--- src/rtl/npc_pkg.sv ---
// Shared definitions for the NPC core back end.
// Holds the write-back FSM state type, the load/store -> write-back packet
// width and field offsets, and the write-data selection helper.
package npc_pkg;

    // Load/store result packet layout (LSB offsets of each field)
    localparam int WB_PKT_W    = 104;
    localparam int ALU_RES_LSB = 72;
    localparam int LOAD_LSB    = 40;
    localparam int PC_LSB      = 8;
    localparam int RD_LSB      = 3;
    localparam int RF_WEN_BIT  = 2;
    localparam int M2R_BIT     = 1;
    localparam int EBREAK_BIT  = 0;

    typedef enum logic [1:0] {
        S_IDLE  = 2'd0,
        S_WRITE = 2'd1,
        S_HALT  = 2'd2
    } wbu_state_t;

    // Write-back data: load data for loads, ALU result otherwise
    function automatic logic [31:0] wb_select(
        input logic        mem_to_reg,
        input logic [31:0] alu_res,
        input logic [31:0] load_data
    );
        return mem_to_reg ? load_data : alu_res;
    endfunction

endpackage

--- src/rtl/wbu_reg_file.sv ---
// General register file for the write-back unit.
// One synchronous write port, two combinational read ports, async
// active-high reset clearing every entry. Entry 0 is never written and
// always reads as zero.
// Ports:
//   clk, rst             clock, async active-high reset
//   wen, waddr, wdata    write port (takes effect on rising clk)
//   raddr1/rdata1        read port 1 (combinational)
//   raddr2/rdata2        read port 2 (combinational)
module reg_file #(
    parameter int NR_REGS = 32,
    parameter int AW      = 5
) (
    input  logic          clk,
    input  logic          rst,
    input  logic          wen,
    input  logic [AW-1:0] waddr,
    input  logic [31:0]   wdata,
    input  logic [AW-1:0] raddr1,
    output logic [31:0]   rdata1,
    input  logic [AW-1:0] raddr2,
    output logic [31:0]   rdata2
);

    logic [31:0] regs_r [NR_REGS];

    // Register storage: cleared on reset, x0 is never written
    always_ff @(posedge clk or posedge rst) begin
        if (rst) begin
            for (int i = 0; i < NR_REGS; i++) begin
                regs_r[i] <= 32'd0;
            end
        end else if (wen && (waddr != {AW{1'b0}})) begin
            regs_r[waddr] <= wdata;
        end
    end

    // Read port 1 with x0 forced to zero
    always_comb begin
        if (raddr1 == {AW{1'b0}}) begin
            rdata1 = 32'd0;
        end else begin
            rdata1 = regs_r[raddr1];
        end
    end

    // Read port 2 with x0 forced to zero
    always_comb begin
        if (raddr2 == {AW{1'b0}}) begin
            rdata2 = 32'd0;
        end else begin
            rdata2 = regs_r[raddr2];
        end
    end

endmodule

--- src/rtl/wbu.sv ---
// Write-back unit: last stage of the multi-cycle NPC core.
// Accepts one load/store result packet per handshake, selects ALU result
// or load data, writes the register file, pulses commit_valid with the
// PC for one cycle, counts retired instructions and halts after ebreak.
// The packet is not copied: upstream holds lsu_data stable during S_WRITE.
// Optional feature macro: WBU_BYPASS_EN -- forwards the value being
// written to a same-cycle read of that register during S_WRITE.
// Ports:
//   clk, rst              clock, async active-high reset
//   lsu_valid, lsu_data   upstream packet (see npc_pkg for layout)
//   wbu_ready             stage can accept a packet (S_IDLE)
//   rs1/rs2_addr, _data   combinational register reads for the IDU
//   commit_valid          one-cycle retire pulse
//   commit_pc             PC of the retiring instruction (held afterwards)
//   retire_cnt            retired-instruction counter (wraps)
//   halted                sticky, set when ebreak retires
module wbu
    import npc_pkg::*;
#(
    parameter int NR_REGS = 32,
    parameter int CNT_W   = 64
) (
    input  logic                clk,
    input  logic                rst,
    input  logic                lsu_valid,
    input  logic [WB_PKT_W-1:0] lsu_data,
    output logic                wbu_ready,
    input  logic [4:0]          rs1_addr,
    input  logic [4:0]          rs2_addr,
    output logic [31:0]         rs1_data,
    output logic [31:0]         rs2_data,
    output logic                commit_valid,
    output logic [31:0]         commit_pc,
    output logic [CNT_W-1:0]    retire_cnt,
    output logic                halted
);

    wbu_state_t       state_r;
    wbu_state_t       state_s;
    logic             ready_r;
    logic             commit_r;
    logic             halted_r;
    logic [CNT_W-1:0] retire_cnt_r;
    logic [31:0]      pc_hold_r;

    logic [31:0] pkt_alu_s;
    logic [31:0] pkt_load_s;
    logic [31:0] pkt_pc_s;
    logic [4:0]  pkt_rd_s;
    logic        pkt_wen_s;
    logic        pkt_m2r_s;
    logic        pkt_ebreak_s;
    logic [31:0] wdata_s;
    logic        rf_wen_s;
    logic [31:0] rf_rd1_s;
    logic [31:0] rf_rd2_s;

    assign pkt_alu_s    = lsu_data[ALU_RES_LSB +: 32];
    assign pkt_load_s   = lsu_data[LOAD_LSB +: 32];
    assign pkt_pc_s     = lsu_data[PC_LSB +: 32];
    assign pkt_rd_s     = lsu_data[RD_LSB +: 5];
    assign pkt_wen_s    = lsu_data[RF_WEN_BIT];
    assign pkt_m2r_s    = lsu_data[M2R_BIT];
    assign pkt_ebreak_s = lsu_data[EBREAK_BIT];

    assign wdata_s = wb_select(pkt_m2r_s, pkt_alu_s, pkt_load_s);
    // commit_r is high exactly while in S_WRITE
    assign rf_wen_s = commit_r & pkt_wen_s & (pkt_rd_s != 5'd0);

    // Next-state logic; ready is high only in S_IDLE so lsu_valid alone
    // completes the handshake there
    always_comb begin
        state_s = state_r;
        case (state_r)
            S_IDLE: begin
                if (lsu_valid) begin
                    state_s = S_WRITE;
                end else begin
                    state_s = S_IDLE;
                end
            end
            S_WRITE: begin
                if (pkt_ebreak_s) begin
                    state_s = S_HALT;
                end else begin
                    state_s = S_IDLE;
                end
            end
            S_HALT:  state_s = S_HALT;
            default: state_s = S_IDLE;
        endcase
    end

    // State register plus flag outputs registered from the next state
    always_ff @(posedge clk or posedge rst) begin
        if (rst) begin
            state_r  <= S_IDLE;
            ready_r  <= 1'b1;
            commit_r <= 1'b0;
            halted_r <= 1'b0;
        end else begin
            state_r  <= state_s;
            ready_r  <= (state_s == S_IDLE);
            commit_r <= (state_s == S_WRITE);
            halted_r <= (state_s == S_HALT);
        end
    end

    // Retire counter and last committed PC, updated at the S_WRITE exit edge
    always_ff @(posedge clk or posedge rst) begin
        if (rst) begin
            retire_cnt_r <= {CNT_W{1'b0}};
            pc_hold_r    <= 32'd0;
        end else if (commit_r) begin
            retire_cnt_r <= retire_cnt_r + {{(CNT_W-1){1'b0}}, 1'b1};
            pc_hold_r    <= pkt_pc_s;
        end
    end

    // PC comes straight from the stable packet during commit, else held value
    always_comb begin
        if (commit_r) begin
            commit_pc = pkt_pc_s;
        end else begin
            commit_pc = pc_hold_r;
        end
    end

    reg_file #(
        .NR_REGS (NR_REGS),
        .AW      (5)
    ) u_reg_file (
        .clk    (clk),
        .rst    (rst),
        .wen    (rf_wen_s),
        .waddr  (pkt_rd_s),
        .wdata  (wdata_s),
        .raddr1 (rs1_addr),
        .rdata1 (rf_rd1_s),
        .raddr2 (rs2_addr),
        .rdata2 (rf_rd2_s)
    );

`ifdef WBU_BYPASS_EN
    // Forward the in-flight write to port 1 (rf_wen_s already excludes x0)
    always_comb begin
        if (rf_wen_s && (rs1_addr == pkt_rd_s)) begin
            rs1_data = wdata_s;
        end else begin
            rs1_data = rf_rd1_s;
        end
    end

    // Forward the in-flight write to port 2
    always_comb begin
        if (rf_wen_s && (rs2_addr == pkt_rd_s)) begin
            rs2_data = wdata_s;
        end else begin
            rs2_data = rf_rd2_s;
        end
    end
`else
    assign rs1_data = rf_rd1_s;
    assign rs2_data = rf_rd2_s;
`endif

    assign wbu_ready    = ready_r;
    assign commit_valid = commit_r;
    assign retire_cnt   = retire_cnt_r;
    assign halted       = halted_r;

endmodule

--- config.mk ---
export PLATFORM = sky130hd
export DESIGN_NAME = wbu
export DESIGN_NICKNAME = d
export VERILOG_FILES = /design/src/rtl/npc_pkg.sv /design/src/rtl/wbu_reg_file.sv /design/src/rtl/wbu.sv
export SDC_FILE = /design/constraint.sdc
export NUM_CORES = 2
export LEC_CHECK = 0
export CAP_MARGIN = 5
export CORE_MARGIN = 2
export CORE_UTILIZATION = 30
export CTS_CLUSTER_SIZE = 16
export DETAILED_ROUTE_END_ITERATION = 8
export GPL_TIMING_DRIVEN = 0
export PLACE_DENSITY_LB_ADDON = 0.08
export SLEW_MARGIN = 30
export SYNTH_ARGS = -nofsm -noshare
export SYNTH_HDL_FRONTEND = slang
export SYNTH_HIERARCHICAL = 1
export SYNTH_SLANG_ARGS = --single-unit
--- constraint.sdc ---
create_clock -name clk -period 78.4 [get_ports clk]
set_input_delay 15.68 -clock clk [delete_from_list [all_inputs] [get_ports clk]]
set_output_delay 15.68 -clock clk [all_outputs]
set_load 0.01 [all_outputs]
# ---- Word-level counts from Yosys, hierarchy flattened
# Cells that the tools add are included.
dict set report totals {
  regBits 1125
  output_inout_bits 163
}
dict set report classes {
  addsub 1
  order_cmp 4
  eq_ne 4
  muxes 16
  n_bitwise 5
  n_reduce_logical 7
}
# operator n
set ops {}
lappend ops {{$bwmux W1024} 1}
lappend ops {{$bmux W32 S5} 2}
lappend ops {{$mux W32} 9}
lappend ops {{$demux W32 S5} 1}
lappend ops {{$add A64 B1 Y64 const B} 1}
lappend ops {{$ge A6 B6 Y1 const B} 3}
lappend ops {{$not A5 Y6} 3}
lappend ops {{$logic_not A5 Y1} 2}
lappend ops {{$lt A6 B1 Y1 const B} 1}
lappend ops {{$pmux W2 S3} 1}
lappend ops {{$reduce_bool A5 Y1} 1}
lappend ops {{$eq A2 B1 Y1 const B} 2}
lappend ops {{$eq A2 B2 Y1 const B} 2}
lappend ops {{$logic_not A2 Y1} 2}
lappend ops {{$and A1 B1 Y1} 2}
lappend ops {{$logic_and A1 B1 Y1} 2}
lappend ops {{$mux W2} 1}
lappend ops {{$mux W1} 1}

# ---- Depth between registers and ports, before layout
dict set report depth {
  ltp_word 6
  ltp_mapped 9
}

# ---- Modules after synthesis
# The synthesis kept the hierarchy.
# mod instances cells_per_inst area_each_um2 seq_area_each_um2
set by_module_without_submodules {}
lappend by_module_without_submodules {reg_file 1 3613 54897.7 25624.6}
lappend by_module_without_submodules {wbu 1 409 4814.6 2528.7}

# ---- Least setup slack after synthesis
# No wires, ideal clock.
dict set report synth_timing {
  kind {in2out}
  start {input port rs2_addr[2]}
  end {output port rs2_data[11]}
  t_arrival_ns 17.017
  slack_ns 45.703
  path_stages 6
  path_cell_list {buf_4 > buf_4 > buf_2 > clkbuf_1 > a211oi_1 > a311oi_1}
}
dict set report synth_between {
  elab_chain_cells 5
  word_cells_on_any_way 6
  cone_classes {mux (4); bitwise (1); reduce/logical (1)}
}
# element line
set synth_lines {}
lappend synth_lines {{from (decl)} wbu.sv:29} ;# input logic [4:0] rs2_addr,
lappend synth_lines {{$not A5 Y6 (not written as such)} wbu_reg_file.sv:52} ;# rdata2 = regs_r[raddr2];
lappend synth_lines {{$bmux W32 S5} wbu_reg_file.sv:52}
lappend synth_lines {{$mux W32 (not written as such) (2 in series)} wbu_reg_file.sv:52}
lappend synth_lines {{$mux W32 (*)} wbu_reg_file.sv:49} ;# if (raddr2 == {AW{1'b0}}) begin
lappend synth_lines {{to (decl)} wbu.sv:31} ;# output logic [31:0] rs2_data,
# Mark *: on every way between the ends. The rest lies on a longest branch, timed or not. The select of a mux whose other input is x is not followed.

# ---- Worst setup path in the final report
dict set report layout_timing {
  start {input port rs2_addr[3]}
  end {output port rs2_data[25]}
}
# Same word-level chain as after synthesis.

==> parameters.txt <==
Parameter                              Value

Run
  # Max-Cap Violations ... 0

Logic synthesis
  Top area cells in the synthesized netlist ... dfrtp_1, mux2_2, mux4_2
  Post-synthesis area per instance ... 14.8 um^2
  Share of flip-flops with an asynchronous set or reset after synthesis ... 100%
  Number of flops mapped to enable cells by yosys ... 0
  Yosys warnings ... 6
  Number of nets produced by synthesis ... approximately 4.1k
  Post-synth top area share ... a little under half
  Synthesized flop and latch total ... ~1.1k
  Cell area after synthesis ... 59,700 um^2
  Post-synth top area cell ... dfrtp_1
  Synth cell count leaders ... dfrtp_1, mux2_2, mux4_2, clkbuf_1, mux2i_1
  Cells after Synth ... around 4k
  Synth Flop Type ... dfrtp_1
  Library cells used by synthesis ... between 50 and 60
  Sequential area share after synthesis ... a little under half
  Most common cell in the synthesized netlist ... dfrtp_1

Power
  Share of power burned in combinational logic ... around a fifth
  Highest ir drop seen on vdd ... approximately 0.000024 V
  Share of power burned in the clock network ... roughly 38%
  Cell Pwr Density ... between 20 and 30 nW/um^2
  Switching share of total power ... a little under 30%
  Leakage Power ... around 31 nW
  Overall power ... around 1.8 mW
  Switching component of the power ... 0.518 mW
  Part of the total power dissipated in sequential elements ... between 40% and 50%
  Internal power contribution ... ~1.3 mW

Worst setup path
  Slowest library cell on the worst path ... a211oi_1
  Arrival time of the worst setup path ... approximately 20 ns
  Category of the critical setup timing path ... in2out
  Delay of the slowest cell on the worst path ... ~1 ns
  Chain of cells forming the critical path ... clkdlybuf4s50_1, clkbuf_1, nand2b_1, clkbuf_2, a211oi_1, a311oi_1, clkdlybuf4s50_1
  Critical path buffer and inverter count ... 4
  Maximum fanout count along the critical path ... 10
  Kind of end point of the critical path ... primary output
  Required time of the critical path ... roughly 63 ns
  Setup slack on the worst flop-to-flop path ... roughly 74 ns
  Critical Path Most Common Cell ... clkdlybuf4s50_1
  Critical Path Start Type ... input port
  Family with the most delay on the worst path ... buffers and inverters

Floorplan
  Initial Util ... a little under a third
  Die width ... ~450 um
  Die Area ... around 200,000 um^2
  Core Rows ... around 160
  Boundary Pins ... between 200 and 300
  Core region area ... ~200,000 um^2
  Height of the die ... 450 um

STA
  Setup clock skew after layout ... ~0.021 ns
  Minimum period implied by the final worst setup slack ... approximately 36 ns
  Pin slew with the least headroom to its limit ... 1.15 ns
  Relative slew margins ... between 20% and 30%
  RSZ-0062 raised after global routing ... no
  Final Max Tran Viols ... 0
  Maximum operating frequency ... roughly 0.028 GHz
  Final setup viols ... 0
  Setup tns final ... 0 ns
  Final worst path period share ... approximately 46%
  Final hold violations ... 0
  Least setup slack across all paths after layout ... roughly 43 ns

Placed design
  RD Place Congestion ... 0.973
  Minimum setup slack after placement ... 42.88 ns
  Number of buffer cells added on primary ports ... 270
  HPWL after DPL ... 196,000 um
  Placed instance area ... 66,200 um^2

Detailed routing
  DRT iter0 DRCs ... between 3k and 4k
  Number of detailed-routing iterations run before antenna repair ... 6
  Detailed-route via count ... between 40k and 50k
  Number of nets with antenna violations after detailed routing ... 0
  Number of remaining DRC errors ... 0
  Average wire per standard cell ... 37.1 um
  DRT Wirelength ... between 200,000 and 300,000 um
  Ratio of routed vias to standard cells ... 5.64

Clocking
  Cts bufs inserted ... between 100 and 150
  Post-CTS Setup Bufs ... 0
  Maximum level of the CTS H-tree ... 4
  Clock tree from TritonCTS ... yes
  Clock sinks ... between 1k and 1.5k
  Post-CTS Hold Fix Bufs ... 0
  Buffers from clock root to sink, at most ... 3
  Root cell of the clock tree ... clkbuf_16
  Clock latency reported for the late side of the worst-skew pair ... 0.81 ns
  Post-cts sizing count ... 0
  Clock-pin slew reported for the worst setup and hold paths after clock tree synthesis ... 0.06 ns

Final layout
  Fraction of layout instances using a drive strength above 1 ... between 40% and 50%
  Area of all sequential standard cells ... between 20,000 and 30,000 um^2
  Net count reported at finish ... between 4k and 5k
  Area added between synthesis and finish ... 19.0%
  # fillers ... between 15k and 20k
  Final design instance area without fill ... 71,100 um^2
  Area occupied by multi-input gates ... 29,100 um^2

Hold path
  Classification of the worst-slack hold path ... reg2reg

Global routing
  Wire length of the first global-routing pass ... roughly 370,000 um
  Global routing usage summed across all routing layers ... around a quarter
  Vias in the first global route ... 41.3k
  Largest net degree at the start of global routing ... 87
  GRT Residual Overflow ... 0
  Initial antenna violation count ... 5

Run status
  Run status ... completed
[layer usage]
metal / vias up / share of wire, % / GRT usage, %
met2: 1409 / 46 / 41.0
met3: 418 / 5.6 / 5.11
met4: 0 / 4.8 / 11.4
met1: 22500 / 44 / 35.5
li1: 16400 / - / -
met5: - / 0 / 0
[worst register-to-register path, delay by kind of cell, from the launching register on]
kind	cells	cell delay, ns
buffers and inverters	4	2.15
AND/OR/NAND/NOR	2	1.16
flip-flops	1	0.35
multiplexers	1	0.41
AO/OA/AOI/OAI	1	0.52
[per-stage QoR]
stage / cells / hold slack, ns / util, %
2_1_floorplan: 4022 / 0.441 / -
3_3_place_gp: 6932 / 0.459 / 33.3
3_5_place_dp: 6947 / 0.462 / 33.5
4_1_cts: 7203 / 0.473 / 35.9
5_1_grt: 7205 / 0.495 / 36.0
6_report: 7219 / 0.469 / 36.0
[flip-flops by register name (all words and copies together), names as in the netlist]
name / count
state_r: 2
commit_valid: 1
pc_hold_r: 32
wbu_ready: 1
u_reg_file/regs_r: 1024
retire_cnt: 64
halted: 1
[path summary, 6_finish.rpt]
| kind | from | endpoint | depth (start not counted) |
|---|---|---|---|
| setup / recovery | rs2_addr[3] | rs2_data[25] | 7 |
| hold / removal | retire_cnt[63]$_DFFE_PP0P_ | retire_cnt[63]$_DFFE_PP0P_ | 1 |
| setup reg to reg | commit_valid$_DFF_PP0_ | u_reg_file/regs_r[583]$_DFFE_PP0P_ | 8 |
| hold reg to reg | retire_cnt[63]$_DFFE_PP0P_ | retire_cnt[63]$_DFFE_PP0P_ | 1 |
| max in group asynchronous | rst | u_reg_file/regs_r[640]$_DFFE_PP0P_ | 7 |
| min in group asynchronous | rst | pc_hold_r[27]$_DFF_PP0_ | 2 |
[layout make-up]
cell class                 instances  share of cell area (%)
antenna                           16                  0.0563
buffer                           435                    3.55
clock buffer                     225                    6.16
clock inverter                    31                   0.544
inverter                           8                  0.0634
multi-input combinational       2454                    41.0
sequential                      1125                    39.6
tap                             2640                    4.65
timing repair buffer             285                    4.38
[logic make-up after synthesis]
kind of cell	Yosys count	share of synthesized area [%]
xor+xnor	63	0.924
mux	1699	40.2
buf+inv	443	4.24
fa+ha+maj	1	0.0210
flops	1125	47.1
compound gates	368	4.43
simple gates	323	3.02
[power groups by stage]
stage          registers [mW]  logic, mW  clock network [mW]
2_1_floorplan           0.725      0.226                   0
3_3_place_gp            0.744      0.359                   0
3_5_place_dp            0.744      0.367                   0
4_1_cts                 0.734      0.368               0.698
5_1_grt                 0.748      0.387               0.721
6_report                0.736      0.370               0.680
[cells in the final DEF (no fill, tap or decap), drive strengths merged, types with 3 or more instances in the layout]
cell	instances
nand4	31
mux2	1121
nand3	32
nand2	72
clkdlybuf4s50	270
a211oi	64
nand3b	5
and2	3
dfrtp	1124
and3	8
nor3	13
or2	3
mux4	448
nor2b	68
clkbuf	408
diode	16
o2111ai	17
buf	267
nor2	52
bufinv	8
nor4	11
a221oi	47
a311oi	64
a22oi	64
or4	4
mux2i	130
and4	3
xor2	28
clkinv	14
o21ai	111
nor3b	8
xnor2	35
inv	15
nand2b	3
(Power assumes the default switching activity.)
